<file path="src/rtl/blit_pkg.sv">
// Shared types for the blit command queue: command record, sequencer states and
// the blit bounds rule used to reject commands before they reach the write engine.
package blit_pkg;

    localparam int DEF_FB_W = 256;
    localparam int DEF_FB_H = 240;

    typedef logic [9:0] coord_t;

    typedef struct packed {
        logic   fence;
        coord_t sramx;
        coord_t sramy;
        coord_t startx;
        coord_t starty;
        coord_t sizex;
        coord_t sizey;
    } blit_cmd_t;

    typedef enum logic [2:0] {
        S_IDLE,
        S_CHECK,
        S_ISSUE,
        S_RELEASE,
        S_FENCE
    } bq_state_t;

    // Sums are widened to 11 bits so a large origin plus a large size cannot wrap.
    function automatic logic blit_ok(blit_cmd_t c, int fb_w, int fb_h);
        logic [10:0] end_x;
        logic [10:0] end_y;
        end_x = {1'b0, c.startx} + {1'b0, c.sizex};
        end_y = {1'b0, c.starty} + {1'b0, c.sizey};
        return (c.sizex != '0) && (c.sizey != '0) &&
               (end_x <= 11'(fb_w)) && (end_y <= 11'(fb_h));
    endfunction

endpackage

</file>
<file path="src/rtl/blit_queue_if.sv">
// Command push port from the NIOS and start/done operand port to fb_controller.
interface blit_queue_if;
    import blit_pkg::*;

    logic   cmd_valid;
    logic   cmd_ready;
    logic   cmd_fence;
    coord_t cmd_sramx;
    coord_t cmd_sramy;
    coord_t cmd_startx;
    coord_t cmd_starty;
    coord_t cmd_sizex;
    coord_t cmd_sizey;

    logic   fb_start;
    coord_t fb_sramx;
    coord_t fb_sramy;
    coord_t fb_startx;
    coord_t fb_starty;
    coord_t fb_sizex;
    coord_t fb_sizey;
    logic   fb_done;

    modport master (
        output cmd_valid, cmd_fence, cmd_sramx, cmd_sramy,
               cmd_startx, cmd_starty, cmd_sizex, cmd_sizey,
        input  cmd_ready,
        input  fb_start, fb_sramx, fb_sramy, fb_startx, fb_starty, fb_sizex, fb_sizey,
        output fb_done
    );

    modport slave (
        input  cmd_valid, cmd_fence, cmd_sramx, cmd_sramy,
               cmd_startx, cmd_starty, cmd_sizex, cmd_sizey,
        output cmd_ready,
        output fb_start, fb_sramx, fb_sramy, fb_startx, fb_starty, fb_sizex, fb_sizey,
        input  fb_done
    );

endinterface

</file>
<file path="src/rtl/blit_fifo.sv">
// Show-ahead synchronous FIFO of blit commands with a single-cycle flush.
module blit_fifo
    import blit_pkg::*;
#(
    parameter  int DEPTH = 16,
    localparam int AW    = $clog2(DEPTH)
) (
    input  logic      clk,
    input  logic      rst,
    input  logic      push,
    input  logic      pop,
    input  logic      flush,
    input  blit_cmd_t wdata,
    output blit_cmd_t rdata,
    output logic      full,
    output logic      empty,
    output logic [AW:0] level
);

    blit_cmd_t   mem [DEPTH];
    logic [AW:0] wr_ptr;
    logic [AW:0] rd_ptr;

    // Pointers carry one extra wrap bit so full and empty stay distinguishable.
    assign level = wr_ptr - rd_ptr;
    assign full  = (level == (AW+1)'(DEPTH));
    assign empty = (level == '0);
    assign rdata = mem[rd_ptr[AW-1:0]];

    always_ff @(posedge clk or posedge rst) begin
        if (rst) begin
            wr_ptr <= '0;
            rd_ptr <= '0;
        end else if (flush) begin
            rd_ptr <= wr_ptr;
        end else begin
            if (push && !full)
                wr_ptr <= wr_ptr + 1'b1;
            if (pop && !empty)
                rd_ptr <= rd_ptr + 1'b1;
        end
    end

    // NOTE: storage is deliberately left out of reset; the pointers alone define
    // which entries are live, and resetting the array would cost a reset net per bit.
    always_ff @(posedge clk) begin
        if (push && !full && !flush)
            mem[wr_ptr[AW-1:0]] <= wdata;
    end

endmodule

</file>
<file path="src/rtl/blit_queue.sv">
// Sprite-blit command queue: pops commands, rejects out-of-bounds blits, stalls on
// frame fences and runs the fb_controller start/done handshake with held operands.
module blit_queue
    import blit_pkg::*;
#(
    parameter  int DEPTH = 16,
    parameter  int FB_W  = DEF_FB_W,
    parameter  int FB_H  = DEF_FB_H,
    localparam int LW    = $clog2(DEPTH) + 1
) (
    input  logic          CLK,
    input  logic          RESET,
    blit_queue_if.slave   bus,
    input  logic          flush,
    input  logic          frame_sync,
    output logic [LW-1:0] level,
    output logic          busy,
    output logic [15:0]   blit_count,
    output logic [7:0]    drop_count
);

    bq_state_t state;
    blit_cmd_t wcmd;
    blit_cmd_t head;
    blit_cmd_t cur;
    logic      full;
    logic      empty;
    logic      push;
    logic      pop;
    logic      fs_q;
    logic      start_q;

    assign wcmd = '{fence:  bus.cmd_fence,
                    sramx:  bus.cmd_sramx,
                    sramy:  bus.cmd_sramy,
                    startx: bus.cmd_startx,
                    starty: bus.cmd_starty,
                    sizex:  bus.cmd_sizex,
                    sizey:  bus.cmd_sizey};

    // Ready is held low while RESET is asserted so it first rises once reset lifts.
    assign bus.cmd_ready = !RESET && !full && !flush;
    assign push          = bus.cmd_valid && bus.cmd_ready;
    assign pop           = (state == S_IDLE) && !empty && !flush;
    assign busy          = (state != S_IDLE) || !empty;

    assign bus.fb_start  = start_q;
    assign bus.fb_sramx  = cur.sramx;
    assign bus.fb_sramy  = cur.sramy;
    assign bus.fb_startx = cur.startx;
    assign bus.fb_starty = cur.starty;
    assign bus.fb_sizex  = cur.sizex;
    assign bus.fb_sizey  = cur.sizey;

    blit_fifo #(.DEPTH(DEPTH)) u_fifo (
        .clk   (CLK),
        .rst   (RESET),
        .push  (push),
        .pop   (pop),
        .flush (flush),
        .wdata (wcmd),
        .rdata (head),
        .full  (full),
        .empty (empty),
        .level (level)
    );

    // NOTE: every register here uses non-blocking assignment so all state updates
    // see the pre-edge values, matching real flip-flop behaviour.
    always_ff @(posedge CLK or posedge RESET) begin
        if (RESET) begin
            state      <= S_IDLE;
            cur        <= '0;
            start_q    <= 1'b0;
            blit_count <= '0;
            drop_count <= '0;
            fs_q       <= 1'b0;
        end else begin
            fs_q <= frame_sync;
            case (state)
                S_IDLE: begin
                    if (pop) begin
                        cur   <= head;
                        state <= S_CHECK;
                    end
                end
                S_CHECK: begin
                    if (cur.fence) begin
                        state <= S_FENCE;
                    end else if (!blit_ok(cur, FB_W, FB_H)) begin
                        if (drop_count != 8'hFF)
                            drop_count <= drop_count + 8'd1;
                        state <= S_IDLE;
                    end else begin
                        start_q <= 1'b1;
                        state   <= S_ISSUE;
                    end
                end
                S_ISSUE: begin
                    if (bus.fb_done) begin
                        start_q <= 1'b0;
                        state   <= S_RELEASE;
                    end
                end
                S_RELEASE: begin
                    if (!bus.fb_done) begin
                        blit_count <= blit_count + 16'd1;
                        state      <= S_IDLE;
                    end
                end
                // Only falls sampled while already waiting count; no edge is remembered.
                S_FENCE: begin
                    if (fs_q && !frame_sync)
                        state <= S_IDLE;
                end
                default: state <= S_IDLE;
            endcase
        end
    end

endmodule

</file>
<file path="src/flat_wrapper.sv">
// flat-port wrapper written by rule: the top's interface ports become plain ports
module blit_queue_flat import blit_pkg::*;
#(
    parameter  int DEPTH = 16,
    parameter  int FB_W  = DEF_FB_W,
    parameter  int FB_H  = DEF_FB_H,
    localparam int LW    = $clog2(DEPTH) + 1
)
  (CLK, RESET, flush, frame_sync, level, busy, blit_count, drop_count, bus_cmd_valid, bus_cmd_fence, bus_cmd_sramx, bus_cmd_sramy, bus_cmd_startx, bus_cmd_starty, bus_cmd_sizex, bus_cmd_sizey, bus_cmd_ready, bus_fb_start, bus_fb_sramx, bus_fb_sramy, bus_fb_startx, bus_fb_starty, bus_fb_sizex, bus_fb_sizey, bus_fb_done);
  blit_queue_if bus_i ();
  input  logic CLK;
  input  logic RESET;
  input  logic flush;
  input  logic frame_sync;
  output logic [LW-1:0] level;
  output logic busy;
  output logic [15:0] blit_count;
  output logic [7:0] drop_count;
  input wire logic [$bits(bus_i.cmd_valid)-1:0] bus_cmd_valid;
  input wire logic [$bits(bus_i.cmd_fence)-1:0] bus_cmd_fence;
  input wire logic [$bits(bus_i.cmd_sramx)-1:0] bus_cmd_sramx;
  input wire logic [$bits(bus_i.cmd_sramy)-1:0] bus_cmd_sramy;
  input wire logic [$bits(bus_i.cmd_startx)-1:0] bus_cmd_startx;
  input wire logic [$bits(bus_i.cmd_starty)-1:0] bus_cmd_starty;
  input wire logic [$bits(bus_i.cmd_sizex)-1:0] bus_cmd_sizex;
  input wire logic [$bits(bus_i.cmd_sizey)-1:0] bus_cmd_sizey;
  output wire logic [$bits(bus_i.cmd_ready)-1:0] bus_cmd_ready;
  output wire logic [$bits(bus_i.fb_start)-1:0] bus_fb_start;
  output wire logic [$bits(bus_i.fb_sramx)-1:0] bus_fb_sramx;
  output wire logic [$bits(bus_i.fb_sramy)-1:0] bus_fb_sramy;
  output wire logic [$bits(bus_i.fb_startx)-1:0] bus_fb_startx;
  output wire logic [$bits(bus_i.fb_starty)-1:0] bus_fb_starty;
  output wire logic [$bits(bus_i.fb_sizex)-1:0] bus_fb_sizex;
  output wire logic [$bits(bus_i.fb_sizey)-1:0] bus_fb_sizey;
  input wire logic [$bits(bus_i.fb_done)-1:0] bus_fb_done;
  assign bus_i.cmd_valid = bus_cmd_valid;
  assign bus_i.cmd_fence = bus_cmd_fence;
  assign bus_i.cmd_sramx = bus_cmd_sramx;
  assign bus_i.cmd_sramy = bus_cmd_sramy;
  assign bus_i.cmd_startx = bus_cmd_startx;
  assign bus_i.cmd_starty = bus_cmd_starty;
  assign bus_i.cmd_sizex = bus_cmd_sizex;
  assign bus_i.cmd_sizey = bus_cmd_sizey;
  assign bus_cmd_ready = bus_i.cmd_ready;
  assign bus_fb_start = bus_i.fb_start;
  assign bus_fb_sramx = bus_i.fb_sramx;
  assign bus_fb_sramy = bus_i.fb_sramy;
  assign bus_fb_startx = bus_i.fb_startx;
  assign bus_fb_starty = bus_i.fb_starty;
  assign bus_fb_sizex = bus_i.fb_sizex;
  assign bus_fb_sizey = bus_i.fb_sizey;
  assign bus_i.fb_done = bus_fb_done;
  blit_queue #(.DEPTH(DEPTH), .FB_W(FB_W), .FB_H(FB_H)) u_core (.CLK(CLK), .RESET(RESET), .bus(bus_i), .flush(flush), .frame_sync(frame_sync), .level(level), .busy(busy), .blit_count(blit_count), .drop_count(drop_count));
endmodule
</file>
<file path="config.mk">
export PLATFORM = sky130hd
export DESIGN_NAME = blit_queue_flat
export DESIGN_NICKNAME = d
export VERILOG_FILES = /design/src/rtl/blit_pkg.sv /design/src/rtl/blit_queue_if.sv /design/src/rtl/blit_fifo.sv /design/src/rtl/blit_queue.sv /design/src/flat_wrapper.sv
export SDC_FILE = /design/constraint.sdc
export NUM_CORES = 1
export LEC_CHECK = 0
export ABC_CLOCK_PERIOD_IN_PS = 13100
export CORE_MARGIN = 8
export CORE_UTILIZATION = 25
export CTS_CLUSTER_SIZE = 25
export DETAILED_ROUTE_END_ITERATION = 8
export PLACE_DENSITY = 0.46
export SYNTH_ARGS = -nofsm -noshare
export SYNTH_HDL_FRONTEND = slang
export SYNTH_SLANG_ARGS = --single-unit
</file>
<file path="constraint.sdc">
create_clock -name CLK -period 13.1 [get_ports CLK]
set_input_delay 2.62 -clock CLK [delete_from_list [all_inputs] [get_ports CLK]]
set_output_delay 2.62 -clock CLK [all_outputs]
set_load 0.01 [all_outputs]
</file>
==> reports/qor.log <==
qor: status.outcome complete, no violations
qor: drt.drc 0
qor: sta.min_period 6930 ps
qor: pwr.worst_ir_drop_vdd 0.128 mV
qor: drt.detailedRoute.firstPassIterationCount 7
qor: drt.wire_length_per_cell 25.1 um
qor: worst_setup_path.timing.critical_path.slowest_cell_delay 970 ps
qor: worst_setup_path.slowest_stage dfrtp_4
qor: grt.grt_first_pass_wirelength 157 mm
qor: synthesis.ys.warnings.count 0
qor: layout.final_net_count 2146
qor: worst_setup_path.critical_path_sink_type output port
qor: grt.grt_use_met2 22.2%
qor: placed_design.dpl_worst_slack 6300 ps
qor: sta.setup-violations-final 0
qor: placed_design.total_half_perimeter_wirelength_after_legalization_and_detailed_placement 63.8 mm
qor: pwr.p_per_area 211 nW/um^2
qor: cts.post-cts-setup-buffer-count 0
qor: worst_hold_path.hold_path_depth 1
qor: sta.finalClockSkew 52.0 ps
qor: cts.clock_tree_from_tritoncts done
qor: grt.number_of_antenna_violations_at_the_first_check_in_global_routing 20
qor: worst_setup_path.regToRegSetupSlack 7400 ps
qor: cts.clock_sink_count 1076
qor: worst_setup_path.crit-reg2reg-capture u_core.u_fifo.mem[10][11]
qor: pwr.power_leakage 0.0157 uW
qor: drt.vias 19300
qor: cts.maximum_root_to_sink_buffer_count 3
qor: synthesis.ys.flop_type edfxtp_1
qor: synthesis.async_flop_share 9.29%
qor: worst_hold_path.holdCritPathClass flip-flop to flip-flop
qor: grt.grt_use_total 11.9%
qor: synthesis.synth_cell_types 60
qor: die.die_height 427 um
qor: cts.path_clk_slew 60 ps
qor: worst_setup_path.combined_buffer_and_inverter_count_along_the_critical_path 2
qor: cts.clk-insertion-delay-late 730 ps
qor: drt.drt-initial-drc-count 1386
qor: sta.fin_tns_setup 0 ps
qor: sta.slew_violations 0
qor: placed_design.place.gp.congestion 0.748
qor: worst_setup_path.crit_required 10480 ps
qor: grt.gr-usage-met3 2.24%
qor: sta.worstMarginPinSlew 1050 ps
qor: layout.area.growth.synth_to_final 18.3%
qor: worst_setup_path.setup.worst_path.start_class flip-flop
qor: cts.clk_root_buffer_cell clkbuf_16
qor: die.floorplan.core_area 169000 sq um
qor: drt.post_drt_via_cell_ratio 4.41
qor: synthesis.synth_edf_count 976
qor: grt.use_met1 14.2%
qor: synthesis.ys_seq_area_share 75.3%
qor: worst_setup_path.crit_fanout 61
qor: placed_design.io_buffers 158
qor: die.top_level_ports 159
qor: die.effective_utilization_at_floorplan 25.1%
qor: die.design.die.area 182000 sq um
qor: sta.grt_setup_unrepaired no
qor: worst_hold_path.worst_hold_startpoint u_core.blit_count[15]
qor: sta.slew_headroom 29.9%
qor: worst_setup_path.cp_data_arrival_time 4310 ps
qor: grt.grt_max_degree 95
qor: cts.tritoncts.num_buffers 115
qor: layout.filler_cell_count 16300
qor: cts.ctsResizeCount 0
qor: worst_setup_path.crit_path_cell_trace buf_4 -> fa_1 -> nor2b_1 -> o21ai_1 -> a21oi_1 -> o221ai_1 -> nand2b_1 -> clkdlybuf4s50_1
qor: sta.hold_viol_final 0
qor: sta.maxClockFrequency 144 MHz
qor: cts.post_cts_hold_buffer_count 0
qor: synthesis.synth.avg_cell_area 22.5 sq um
qor: synthesis.postSynthCellCount 1874
qor: sta.timing.final.ws_setup 6170 ps
qor: synthesis.syn_nets 1975
qor: drt.aggregate_routed_wire_length 110 mm
qor: synthesis.syn-cell-area 42200 sq um
qor: drt.route.antenna.remaining_nets 0
qor: worst_setup_path.critical_path.reg2reg.startpoint u_core.u_fifo.rd_ptr[1]
qor: worst_hold_path.hold_end u_core.blit_count[15]
qor: worst_setup_path.rr_worst_depth 10
qor: layout.drive_gt1_share 28.0%
qor: grt.grt_pass1_vias 20800
qor: grt.grt-busiest-layer met2
qor: sta.finalCritPeriodShare 52.9%
qor: worst_setup_path.path_class flip-flop to output port
qor: synthesis.yosys_register_bits 1076
qor: die.die-width 427 um
qor: cts.cts-htree-levels 3
qor: worst_setup_path.worst_path_dominant_cell_family buffers and inverters
qor: die.std_cell_rows 151
qor: grt.grt_overflow 0
qor: flow_run.max-cap-violations 0
routing by layer:
metal | wire length [um] | up-vias
li1 | - | 8156
met5 | 74 | -
met3 | 4260 | 154
met1 | 43900 | 10600
met2 | 59600 | 400
met4 | 1980 | 8
how the worst max path moves through the flow:
| stage | depth (start not counted) | endpoint | from | slack [ps] |
|---|---|---|---|---|
| 6_report | 8 | busy | u_core.u_fifo.rd_ptr[1] | 6170 |
| 5_1_grt | 8 | busy | u_core.u_fifo.rd_ptr[1] | 5900 |
| 4_1_cts | 8 | busy | u_core.u_fifo.rd_ptr[1] | 6020 |
| 3_5_place_dp | 4 | bus_cmd_ready | RESET | 6300 |
| 3_3_place_gp | 4 | bus_cmd_ready | RESET | 6300 |
| 2_1_floorplan | 5 | u_core.u_fifo.mem[3][0] | RESET | 2810 |
final cells by class:
class                   count  area (sq um)  share of cell area (%)
flip-flops and latches   1076         31800                    63.7
multi-input cells         640          9680                    19.4
clock buffers             164          3200                    6.41
well taps                2218          2780                    5.56
repair buffers            192          1850                    3.70
clock inverters            55           538                    1.08
inverters                  20          83.8                   0.168
diodes                      2          5.00                  0.0100
cell families (layout without fill, tap and decap cells):
kind of cell | Yosys count | in the layout | share of synthesized area, %
other | 0 | 2 | 0
DFF | 1076 | 1076 | 75.3
AOI/OAI and AO/OA | 69 | 69 | 1.18
buffers and inverters | 158 | 431 | 2.03
xor gates and xnor gates | 41 | 41 | 0.850
adders and majority gates | 34 | 34 | 1.06
and+or+nand+nor | 125 | 125 | 1.54
muxes | 371 | 371 | 18.0
flip-flops by register name (all words and copies together), names as in the netlist:
name	flops
u_core.bus.fb_startx	10
u_core.drop_count	8
u_core.state	3
u_core.bus.fb_sramx	10
u_core.bus.fb_sizex	10
u_core.u_fifo.mem	976
u_core.bus.fb_start	1
u_core.cur	1
u_core.blit_count	16
u_core.bus.fb_sramy	10
u_core.u_fifo.rd_ptr	5
u_core.bus.fb_starty	10
u_core.bus.fb_sizey	10
u_core.u_fifo.wr_ptr	5
u_core.fs_q	1
cell usage in the layout (no fill, tap or decap), types with 24 or more instances in the layout:
master,synthesis,routed
ha_1,31,31
dfrtp_1,100,97
mux4_2,305,305
edfxtp_1,976,976
clkdlybuf4s50_1,0,158
clkbuf_1,44,36
nand2_1,24,24
mux2_2,63,63
buf_4,60,33
clkbuf_16,0,116
where the power goes:
part / leakage (uW) / internal, uW / switching, uW
Clock: 0.00183 / 1840 / 1340
Combinational: 0.00382 / 1570 / 1470
Sequential: 0.0100 / 3960 / 356
synthesized netlist by cell type, types with 2 or more instances:
library cell	number	area (sq um)
o21ai_1	5	25.0
mux2i_1	2	20.0
a21o_1	5	37.5
and2_1	3	18.8
a311oi_1	5	43.8
buf_2	31	155
nor2b_1	7	43.8
fa_1	3	60.1
o211ai_1	4	30.0
buf_1	3	11.3
nor4_1	4	25.0
a31oi_1	4	25.0
a21oi_1	11	55.1
clkbuf_1	44	165
o21ai_0	12	60.1
edfxtp_1	976	29300
nand2_1	24	90.1
xor2_1	20	175
or2_2	2	12.5
nor3_1	7	35.0
nor3b_1	2	15.0
nand2b_1	7	43.8
dfrtp_1	100	2500
inv_1	19	71.3
nand3_1	18	90.1
nor2_1	28	105
ha_1	31	388
a31o_1	3	26.3
mux2_2	63	709
o21a_1	2	15.0
xnor2_1	21	184
nand4_1	6	37.5
mux4_2	305	6870
buf_4	60	450
a2111oi_0	3	26.3
a211oi_1	2	15.0
and3_1	9	56.3
worst reg2reg max path: cells and delay by family (launching register included):
family	cells	cell delay, ps
fa+ha+maj	1	370
compound gates	2	600
simple gates	5	1570
buf+inv	2	1690
flops	1	970
metrics by stage:
stage	instance area, sq um	total power, uW	hold slack, ps	util [%]	std cells
after detailed placement	46200	7530	491	27.4	4146
after CTS	50000	10700	500	29.6	4365
after global routing	50000	11000	519	29.6	4365
after floorplan	42200	6450	463	-	1874
after global placement	46200	7500	474	27.4	4146
final	50000	10500	487	29.6	4367
(Power assumes the default switching activity.)
